`src/rtl/warp_completion_collector_pkg.sv`:
```
// Shared sizing and payload types for the warp dispatch return path.
package warp_completion_collector_pkg;

    localparam int unsigned NUM_SIMD_CORES  = 4;
    localparam int unsigned LOG2_SIMD_CORES = 2;
    localparam int unsigned WARP_ID_W       = 8;

    localparam logic [WARP_ID_W-1:0] INVALID_WARP_ID = '1;

    typedef struct packed {
        logic [WARP_ID_W-1:0] warp_id;
    } kernel_t;

endpackage

```
`src/rtl/warp_completion_collector_rr_arbiter.sv`:
```
// Combinational round-robin arbiter: first set request at or after ptr, wrapping.
module warp_completion_collector_rr_arbiter #(
    parameter  int unsigned N  = 4,
    localparam int unsigned IW = (N > 1) ? $clog2(N) : 1
) (
    input  logic [N-1:0]  req,
    input  logic [IW-1:0] ptr,
    output logic [N-1:0]  grant,
    output logic [IW-1:0] grant_idx,
    output logic          any_grant
);

    logic [IW-1:0] idx;

    always_comb begin
        grant     = '0;
        grant_idx = '0;
        any_grant = 1'b0;
        idx       = '0;
        for (int unsigned off = 0; off < N; off++) begin
            idx = IW'(ptr + IW'(off));
            if (!any_grant && req[idx]) begin
                any_grant = 1'b1;
                grant_idx = idx;
            end
        end
        if (any_grant) begin
            grant = N'(1) << grant_idx;
        end
    end

endmodule

```
`src/rtl/warp_completion_collector.sv`:
```
// Tracks busy SIMD cores, collects done pulses and returns freed cores one at a time
// to the dispatcher over a valid/ready slot.
module warp_completion_collector #(
    parameter int unsigned NUM_CORES = warp_completion_collector_pkg::NUM_SIMD_CORES,
    parameter int unsigned ID_W      = warp_completion_collector_pkg::LOG2_SIMD_CORES,
    parameter int unsigned WARP_ID_W = warp_completion_collector_pkg::WARP_ID_W
) (
    input  logic                 clk,
    input  logic                 rst,
    input  logic                 disp_valid,
    input  logic [ID_W-1:0]      disp_core_id,
    input  logic [WARP_ID_W-1:0] disp_warp_id,
    input  logic [NUM_CORES-1:0] core_done,
    output logic                 freed_valid,
    input  logic                 freed_ready,
    output logic [ID_W-1:0]      freed_core_id,
    output logic [WARP_ID_W-1:0] freed_warp_id,
    output logic [NUM_CORES-1:0] busy_mask,
    output logic [ID_W:0]        idle_count,
    output logic                 err_double_disp,
    output logic                 err_spurious
);

    import warp_completion_collector_pkg::*;

    localparam int unsigned CNT_W = ID_W + 1;

    logic [NUM_CORES-1:0] pending_q;
    logic [WARP_ID_W-1:0] warp_id_q [NUM_CORES];
    logic [ID_W-1:0]      rr_ptr_q;

    logic [NUM_CORES-1:0] busy_d;
    logic [NUM_CORES-1:0] pending_d;
    logic [WARP_ID_W-1:0] warp_id_d [NUM_CORES];
    logic [ID_W-1:0]      rr_ptr_d;
    logic                 freed_valid_d;
    logic [ID_W-1:0]      freed_core_id_d;
    logic [WARP_ID_W-1:0] freed_warp_id_d;
    logic                 err_double_disp_d;
    logic                 err_spurious_d;

    logic                 release_c;
    logic                 slot_free_c;
    logic [NUM_CORES-1:0] in_slot_c;
    logic [NUM_CORES-1:0] done_ok_c;

    logic [NUM_CORES-1:0] grant;
    logic [ID_W-1:0]      grant_idx;
    logic                 any_grant;

    warp_completion_collector_rr_arbiter #(
        .N (NUM_CORES)
    ) u_rr_arbiter (
        .req       (pending_q),
        .ptr       (rr_ptr_q),
        .grant     (grant),
        .grant_idx (grant_idx),
        .any_grant (any_grant)
    );

    // Next-state: done capture, slot load, release and dispatch, all from pre-edge state.
    always_comb begin
        busy_d            = busy_mask;
        pending_d         = pending_q;
        warp_id_d         = warp_id_q;
        rr_ptr_d          = rr_ptr_q;
        freed_valid_d     = freed_valid;
        freed_core_id_d   = freed_core_id;
        freed_warp_id_d   = freed_warp_id;
        err_double_disp_d = 1'b0;
        err_spurious_d    = 1'b0;

        release_c   = freed_valid && freed_ready;
        slot_free_c = !freed_valid || freed_ready;
        in_slot_c   = freed_valid ? (NUM_CORES'(1) << freed_core_id) : '0;
        // A core sitting in the output slot is busy but not pending; its done is still bogus.
        done_ok_c   = core_done & busy_mask & ~pending_q & ~in_slot_c;

        err_spurious_d = |(core_done & ~done_ok_c);
        pending_d      = pending_q | done_ok_c;

        if (release_c) begin
            busy_d[freed_core_id] = 1'b0;
        end

        if (slot_free_c) begin
            if (any_grant) begin
                freed_valid_d   = 1'b1;
                freed_core_id_d = grant_idx;
                freed_warp_id_d = warp_id_q[grant_idx];
                pending_d       = pending_d & ~grant;
                rr_ptr_d        = ID_W'(grant_idx + ID_W'(1));
            end else begin
                freed_valid_d = 1'b0;
            end
        end

        // Dispatch after release so a same-cycle redispatch keeps the core busy.
        if (disp_valid) begin
            if (!busy_mask[disp_core_id] || (release_c && (freed_core_id == disp_core_id))) begin
                busy_d[disp_core_id]    = 1'b1;
                warp_id_d[disp_core_id] = disp_warp_id;
            end else begin
                err_double_disp_d = 1'b1;
            end
        end
    end

    always_ff @(posedge clk or negedge rst) begin
        if (!rst) begin
            busy_mask       <= '0;
            pending_q       <= '0;
            rr_ptr_q        <= '0;
            freed_valid     <= 1'b0;
            freed_core_id   <= '0;
            freed_warp_id   <= '1;
            err_double_disp <= 1'b0;
            err_spurious    <= 1'b0;
            for (int unsigned i = 0; i < NUM_CORES; i++) begin
                warp_id_q[i] <= '1;
            end
        end else begin
            busy_mask       <= busy_d;
            pending_q       <= pending_d;
            rr_ptr_q        <= rr_ptr_d;
            freed_valid     <= freed_valid_d;
            freed_core_id   <= freed_core_id_d;
            freed_warp_id   <= freed_warp_id_d;
            err_double_disp <= err_double_disp_d;
            err_spurious    <= err_spurious_d;
            for (int unsigned i = 0; i < NUM_CORES; i++) begin
                warp_id_q[i] <= warp_id_d[i];
            end
        end
    end

    // Idle core count straight off the registered busy mask.
    always_comb begin
        idle_count = '0;
        for (int unsigned i = 0; i < NUM_CORES; i++) begin
            idle_count = idle_count + CNT_W'(!busy_mask[i]);
        end
    end

endmodule

```
`config.mk`:
```
export PLATFORM = sky130hd
export DESIGN_NAME = warp_completion_collector
export DESIGN_NICKNAME = d
export VERILOG_FILES = /design/src/rtl/warp_completion_collector_pkg.sv /design/src/rtl/warp_completion_collector_rr_arbiter.sv /design/src/rtl/warp_completion_collector.sv
export SDC_FILE = /design/constraint.sdc
export NUM_CORES = 1
export LEC_CHECK = 0
export CAP_MARGIN = 10
export CORE_ASPECT_RATIO = 1.75
export CORE_MARGIN = 4
export CORE_UTILIZATION = 50
export CTS_BUF_LIST = sky130_fd_sc_hd__clkbuf_2 sky130_fd_sc_hd__clkbuf_4 sky130_fd_sc_hd__clkbuf_8
export DETAILED_ROUTE_END_ITERATION = 8
export GPL_TIMING_DRIVEN = 0
export PLACE_DENSITY = 0.74
export REMOVE_ABC_BUFFERS = 1
export SYNTH_ARGS = -nofsm -noshare
export SYNTH_HDL_FRONTEND = slang
export SYNTH_SLANG_ARGS = --single-unit
```
`constraint.sdc`:
```
create_clock -name clk -period 2.7 [get_ports clk]
set_clock_uncertainty 0.05 [all_clocks]
set_input_delay 0.27 -clock clk [delete_from_list [all_inputs] [get_ports clk]]
set_output_delay 0.27 -clock clk [all_outputs]
set_load 0.005 [all_outputs]
```
# After elaboration in Yosys (flattened, before gate mapping)
# Cells that the tools add are included.
[word_totals]
out_inout_bits = 20
word_cells = 108
input_bits = 18
regBits = 55
[op_classes]
n_mux = 38
n_addsub = 7
n_eq_ne = 1
shift = 2
bitwise_logic = 15
n_reduce_logical = 22
order_cmp = 11
[op_table]
columns = ["operator", "count"]
rows = [
  ["bitwise mux 32 bit", 1],
  ["two-way mux 4 bit", 7],
  ["bitwise AND 4 bit", 6],
  ["two-way mux 8 bit", 3],
  ["inverter 4 bit", 5],
  ["< comparator 2 x 3 -> 1 bit, second input constant", 6],
  ["binary-select mux 8 bit (select 2 bit)", 1],
  ["demux 8 bit (select 2 bit)", 1],
  ["two-way mux 1 bit", 14],
  ["binary-select mux 1 bit (select 2 bit)", 5],
  ["logical NOT 1 bit", 9],
  ["logical AND 1 bit", 8],
  ["two-way mux 2 bit", 4],
  ["OR 4 bit", 2],
  ["<< shifter 1 x 2 -> 4 bit, first input constant", 2],
  ["greater-or-equal comparator 3 bit, second input constant", 2],
  ["inverter 2 -> 3 bit", 2],
  ["adder 2 x 1 -> 2 bit, second input constant", 2],
  ["adder 2 bit, second input constant", 2],
  ["demux 1 bit (select 2 bit)", 2],
  ["greater-or-equal comparator 2 x 1 -> 1 bit, second input constant", 2],
  ["AND reduction 2 bit", 2],
  ["OR reduction 4 bit", 1],
  ["adder 2 x 1 -> 3 bit", 1],
  ["5 further kinds", 6],
]

# Longest topological paths before layout
# Gate-level depths: netlist (run 1).
[logic_depth]
word_depth = 18
mapped_depth = 7
ltp_nobuf = 5

# By module
# A second synthesis (run 1) with hierarchy kept.
[unflattened]
hier_cells = 212
hier_area_um2 = 2832.7
[modules_own_cells]
columns = ["mod", "area_each_um2", "seq_area_each_um2", "instances", "cells_per_inst"]
rows = [
  ["warp_completion_collector", 2650.0, 1426.4, 1, 180],
  ["warp_completion_collector_rr_arbiter", 182.7, 0.0, 1, 32],
]

# Least setup slack after synthesis (run 1)
# No wires, ideal clock.
[synth_path]
path_type = "register -> output"
from = "register busy_mask[0]"
to = "output port idle_count[1]"
stages_incl_launch_ff = 5
path_slack_ns = 0.947
n_path_buf = 0
arrival_ns = 1.433
t_required_ns = 2.380
path_cell_list = "dfrtp_1 > fa_1 > inv_1 > ha_1 > ha_1"
[synth_via]
elab_chain_len = 4
[synth_rtl]
columns = ["element", "line_no", "text"]
rows = [
  ["start: declaration", "warp_completion_collector.sv:18", "output logic [NUM_CORES-1:0] busy_mask,"],
  ["start signal: assignment", "warp_completion_collector.sv:123", "busy_mask <= busy_d;"],
  ["logical NOT 1 bit", "warp_completion_collector.sv:141", "idle_count = idle_count + CNT_W'(!busy_mask[i]);"],
  ["adder 1 x 1 -> 2 bit", "warp_completion_collector.sv:141", ""],
  ["adder 2 x 1 -> 3 bit", "warp_completion_collector.sv:141", ""],
  ["adder 3 x 1 -> 3 bit", "warp_completion_collector.sv:141", ""],
  ["end: declaration", "warp_completion_collector.sv:19", "output logic [ID_W:0] idle_count,"],
]
# Every way passes these cells.

# Worst setup path after layout (run 1)
# Same ends and word-level chain as after synthesis.

==> results of run 1 <==
[Yosys cell counts, types with 2 or more instances]
library cell / count / area (um2)
nand2_1: 21 / 78.8
a21o_1: 2 / 15.0
o21ai_0: 6 / 30.0
a211o_1: 5 / 43.8
inv_1: 8 / 30.0
nand3_1: 4 / 20.0
ha_1: 2 / 25.0
nor2b_1: 3 / 18.8
a21oi_1: 5 / 25.0
mux2_2: 22 / 248
dfrtp_1: 15 / 375
dfstp_2: 40 / 1050
mux2i_1: 16 / 160
mux2_1: 10 / 113
nand4_1: 2 / 12.5
buf_2: 7 / 35.0
nand2b_1: 6 / 37.5
nor2_1: 5 / 18.8
o22a_1: 2 / 17.5
xnor2_1: 2 / 17.5
o221ai_1: 8 / 70.1
[report_power, final]
part | internal [mW] | switching (mW)
clock | 0.210 | 0.254
combinational | 0.974 | 0.787
sequential | 1.44 | 0.339
total | 2.62 | 1.38
[how the worst min path moves through the flow]
stage	from	endpoint	slack, ns
after CTS	rst	rr_ptr_q[1]	0.35
after global placement	freed_warp_id[7]	freed_warp_id[7]	0.46
after floorplan	rst	busy_mask[0]	-0.08
after detailed placement	rst	rr_ptr_q[1]	0.14
after global routing	rst	rr_ptr_q[1]	0.37
final	rst	rr_ptr_q[1]	0.34
[cell usage in the layout, fill, tap and decap left out, drive strengths merged, types with 5 or more instances in the layout]
master          n
nand2          21
a21oi           5
nor2            5
dfstp          40
o221ai          8
nand2b          6
mux2i          16
mux2           32
a211o           5
dfrtp          15
inv            10
o21ai           6
clkdlybuf4s50  36
clkbuf          6
[per-layer routing]
layer / vias to the layer above / GRT usage [%] / wire (um)
met5: - / 0 / 0
met4: 0 / 6.79 / 87
met3: 8 / 3.68 / 225
met2: 53 / 29.8 / 2810
met1: 873 / 19.8 / 2160
li1: 818 / - / -
[timing repair]
item / CTS / global route
hold buffers: 1 / 0
gates resized for setup: 0 / 1
setup endpoints to repair: 0 / 1
hold endpoints to repair: 9 / 0
[area by class of cell]
class                           count  area share (%)
Clock inverter                      2           0.481
Timing Repair Buffer               39            12.7
Tap cell                           54            2.16
Clock buffer                        6            2.64
Inverter                            9            1.08
Multi-Input combinational cell    134            35.3
Sequential cell                    55            45.7
[cell families (layout without fill, tap and decap cells)]
group,count (synthesis),in the layout,share of synthesized area [%]
DFF,55,55,54.7
muxes,49,49,20.8
and+or+nand+nor,45,45,8.06
AOI/OAI and AO/OA,35,35,10.6
buffers and inverters,19,56,3.50
adders and majority gates,3,3,1.73
xor gates and xnor gates,2,2,0.672
[worst max-delay path, stage by stage (launching register included)]
cell and delay, ns:
dfrtp_2 0.46, fa_1 0.54, inv_1 0.04, ha_1 0.17, ha_1 0.26, clkdlybuf4s50_1 0.50
[registers in the layout, indices dropped and copies added, names as in the netlist]
| name | count |
|---|---|
| freed_warp_id | 8 |
| rr_ptr_q | 2 |
| err_spurious | 1 |
| err_double_disp | 1 |
| freed_core_id | 2 |
| warp_id_q | 32 |
| busy_mask | 4 |
| freed_valid | 1 |
| pending_q | 4 |
[stage by stage]
stage                     instances  hold slack (ns)  util (%)  cell area (um2)  TNS [ns]
final                           299            0.338      62.2             3120         0
after global routing            299            0.374      62.2             3120         0
after CTS                       299            0.347      62.2             3120         0
after detailed placement        290            0.136      60.1             3020         0
after global placement          289            0.460      59.5             2990     -4.54
after floorplan                 198          -0.0756         -             2550         0
==> impl_metrics.toml, run 1 <==
[die]
core-area_um2 = 5020
die_w_um = 62.6
initial_core_util_pct = 52.0
die_h_um = 104
die-area_um2 = 6480
top_level_ports = 38
rows = 34

[finish]
seq_area_um2 = 1430
final_nets = 265
multiInputGateArea_um2 = 1100
antennaDiodeCount = 0
areaGrowthSynthToFinish_pct = 19.8
fillers = 411
drive_gt1_share_pct = 31.4

[place]
port_buffers = 37
dp_hpwl_um = 3730
gp_congestion = 0.819
pre_cts_ws_ns = 0.242

[clock_tree]
clock_sinks = 55
htreeDepth = 2
cts_setup_buffers = 0
clkTransAtPathRegs_ns = 0.09
cts_inserted_buffers = 5
cts_tree = "done"
clockBufferDepth = 2
clockRootBuffer = "clkbuf_8"
worstSkewPairLatency_ns = 0.30

[run_status]
status = "finished clean"

[hold_path]
min_path_type = "in -> async"

[timing]
fmax_mhz = 385
setup_viol = 0
rsz0062_at_grt = "no"
slew_viol_final = 0
finalHoldViolations = 0
finalCritPeriodShare_pct = 96.3
slew_headroom_pct = 35.4
tightest_slew_ns = 0.969
setup_ws_ns = 0.101
finalCriticalPeriod_ns = 2.60

[global_route]
grt_first_pass_wirelength_um = 8720
grtUsageTotal_pct = 17.0
grt_pass1_vias = 1788
grt.overflow.total = 0
grt_max_degree = 44
antenna_found_initial = 0

[synth]
async_flop_share_pct = 100
avgSynthCellArea_um2 = 12.5
ys_warn_count = 0
syn_inst = 208
synth_edf_count = 0
ys_seq_area_share_pct = 54.7
ys.flop_type = "dfstp_2"
ys_seq_elements = 55
synth.distinct_cells = 38
synthesis.area_um2 = 2610

[drt]
dr_total_vias = 1752
route.detailed.drc = 0
drt_wl_total_um = 5290
firstDrtPassIters = 4
drtAntennaViolNets = 0
drtIter0Drc = 88
via_per_inst = 5.86
post_drt_wl_per_cell_um = 17.7

[setup_path]
worstRegToRegCells = 3
critPathArrivalTime_ns = 2.28
start_kind = "flip-flop"
crit_start = "busy_mask[0]"
r2r-end = "freed_warp_id[1]"
endpoint = "idle_count[1]"
reg2reg_slack_ns = 0.19
regToRegStartpoint = "pending_q[0]"
end_kind = "output port"
required_ns = 2.38
crit_fanout = 6
path_class = "reg -> out"

[pwr]
leakage_nw = 1.31
power.density_nw_per_um2 = 1280
ir_drop_mv = 0.594
power.total_mw = 4.00

[run]
drv_cap = 0
Note: power is estimated with default switching activity, not from simulation.
==> inputs of run 2 (changes only) <==
--- a/config.mk
+++ b/config.mk
@@ -5,9 +5,8 @@
 export SDC_FILE = /design/constraint.sdc
 export NUM_CORES = 1
 export LEC_CHECK = 0
-export CAP_MARGIN = 10
+export CAP_MARGIN = 15
 export CORE_ASPECT_RATIO = 1.75
-export CORE_MARGIN = 4
 export CORE_UTILIZATION = 50
 export CTS_BUF_LIST = sky130_fd_sc_hd__clkbuf_2 sky130_fd_sc_hd__clkbuf_4 sky130_fd_sc_hd__clkbuf_8
 export DETAILED_ROUTE_END_ITERATION = 8
==> run 2 against run 1 <==
  * First-iteration DRC count grew 2.3%
  * Maximum frequency is 0.44% lower
  * Routed wire length is 0.26% higher
  * Sequential power about the same
  * Sequential share of layout area decreased by 0.35 points
  * Register-to-register slack about the same
  * Via count grew 0.91%
  * Cell count did not move
  * Total power grew 3.2%
  * Utilization is 1.0 points higher
  * Largest cell class unchanged
==> impl_metrics.toml, run 2 (synthesis results as in run 1) <==
[clock_tree]
clockRootBuffer = "clkbuf_8"
clkTransAtPathRegs_ns = 0.09
clockBufferDepth = 2
htreeDepth = 2
cts_tree = "done"
clock_sinks = 55
cts_inserted_buffers = 5
worstSkewPairLatency_ns = 0.30

[pwr]
power.density_nw_per_um2 = 1310
ir_drop_mv = 1.12
leakage_nw = 1.32
power.total_mw = 4.13

[hold_path]
min_path_type = "in -> async"

[drt]
drtAntennaViolNets = 0
dr_total_vias = 1768
drt_wl_total_um = 5300
drtIter0Drc = 90
route.detailed.drc = 0
post_drt_wl_per_cell_um = 17.7
via_per_inst = 5.91
firstDrtPassIters = 4

[place]
placed_area_um2 = 3020
dp_hpwl_um = 3780
gp_congestion = 0.831
port_buffers = 37
dp.cells = 290
pre_cts_ws_ns = 0.203

[timing]
setup_tns_ns = 0
rsz0062_at_grt = "no"
setup_ws_ns = 0.0894
slew_viol_final = 0
finalCritPeriodShare_pct = 96.7
slew_headroom_pct = 36.0
holdWs_ns = 0.435
finalHoldViolations = 0
fmax_mhz = 383
setup_viol = 0
tightest_slew_ns = 0.957
finalCriticalPeriod_ns = 2.61

[finish]
final_nets = 265
antennaDiodeCount = 0
finalCoreUtilization_pct = 63.2
layout_common_cells = "dfstp_2 (40), clkdlybuf4s50_1 (36), mux2_2 (22), nand2_1 (21), mux2i_1 (16)"
finish.instance_area_um2 = 3150
final_common_cell = "dfstp_2"
largest_reg_flops = 32
areaGrowthSynthToFinish_pct = 20.7
drive_gt1_share_pct = 31.4
fin_cells = 299
top_register = "warp_id_q"
largestRegisters = "warp_id_q x32, freed_warp_id x8"

[setup_path]
crit_start = "busy_mask[0]"
r2r-end = "freed_warp_id[1]"
regToRegStartpoint = "pending_q[0]"
reg2reg_slack_ns = 0.19
cpMaxStageDelayCell = "fa_1"
required_ns = 2.38
crit_chain = "fa_1 -> inv_1 -> ha_1 -> ha_1 -> clkdlybuf4s50_1"
path_class = "reg -> out"
crit_path_frequent_cell = "ha_1"
start_kind = "flip-flop"
critPathArrivalTime_ns = 2.29
end_kind = "output port"
crit_fanout = 6
max_stage_delay_ns = 0.54
cp_num_buf_inv = 2
worstRegToRegCells = 3
cp_top_family = "adder cells"

[global_route]
grt.overflow.total = 0
grt_first_pass_wirelength_um = 8820
antenna_found_initial = 0
grt_max_degree = 32
grtUsageTotal_pct = 20.9
grt_pass1_vias = 1850

[die]
die_w_um = 56.6
initial_core_util_pct = 52.4
die-area_um2 = 5520
rows = 34
die_h_um = 97.6
top_level_ports = 38
core-area_um2 = 4980

[run_status]
status = "finished clean"

[run]
drv_cap = 0
## run 2: cell types whose count changed in the layout (fill, tap and decap cells not counted), sizes merged
cell | before | now
bufinv | 0 | 1
clkinv | 1 | 0
## run 2: repair_timing
action / 4_1_cts / 5_1_grt
endpoints found under the setup margin: 0 / 1
hold buffers: 1 / 0
gates resized for setup: 0 / 1
hold endpoints to repair: 2 / 0
setup buffers: 0 / 0
## run 2: worst max-delay path by stage
stage	to	cells after the start
detailed placement	freed_warp_id[7]	3
global route	idle_count[1]	5
floorplan	freed_warp_id[1]	3
finish	idle_count[1]	5
global placement	busy_mask[2]	1
CTS	idle_count[1]	5
## run 2: per-layer routing
layer  up-vias  track usage (%)  wire [um]
met5         -                0          0
met4         0             11.8        165
met3        15             2.40        142
met2        43             36.0       2900
met1       891             24.5       2090
li1        819                -          -
## run 2: report_power, final
group          total (mW)  switching (mW)  internal, mW  leakage (nW)
combinational        1.79           0.808         0.978         0.668
clock               0.568           0.263         0.305        0.0618
sequential           1.78           0.340          1.44         0.594
## run 2: cell type report
cell class,count,area (um2)
repair buffers,39,395
well taps,54,67.6
multi-input cells,134,1100
flip-flops and latches,55,1430
fillers,408,1830
clock inverters,2,38.8
inverters,9,33.8
clock buffers,6,82.6
## run 2: worst register-to-register path, delay by kind of cell, from the launching register on
kind	cells	cell delay, ns
AO/OA/AOI/OAI	2	1.18
AND/OR/NAND/NOR	1	0.68
flip-flops	1	0.50
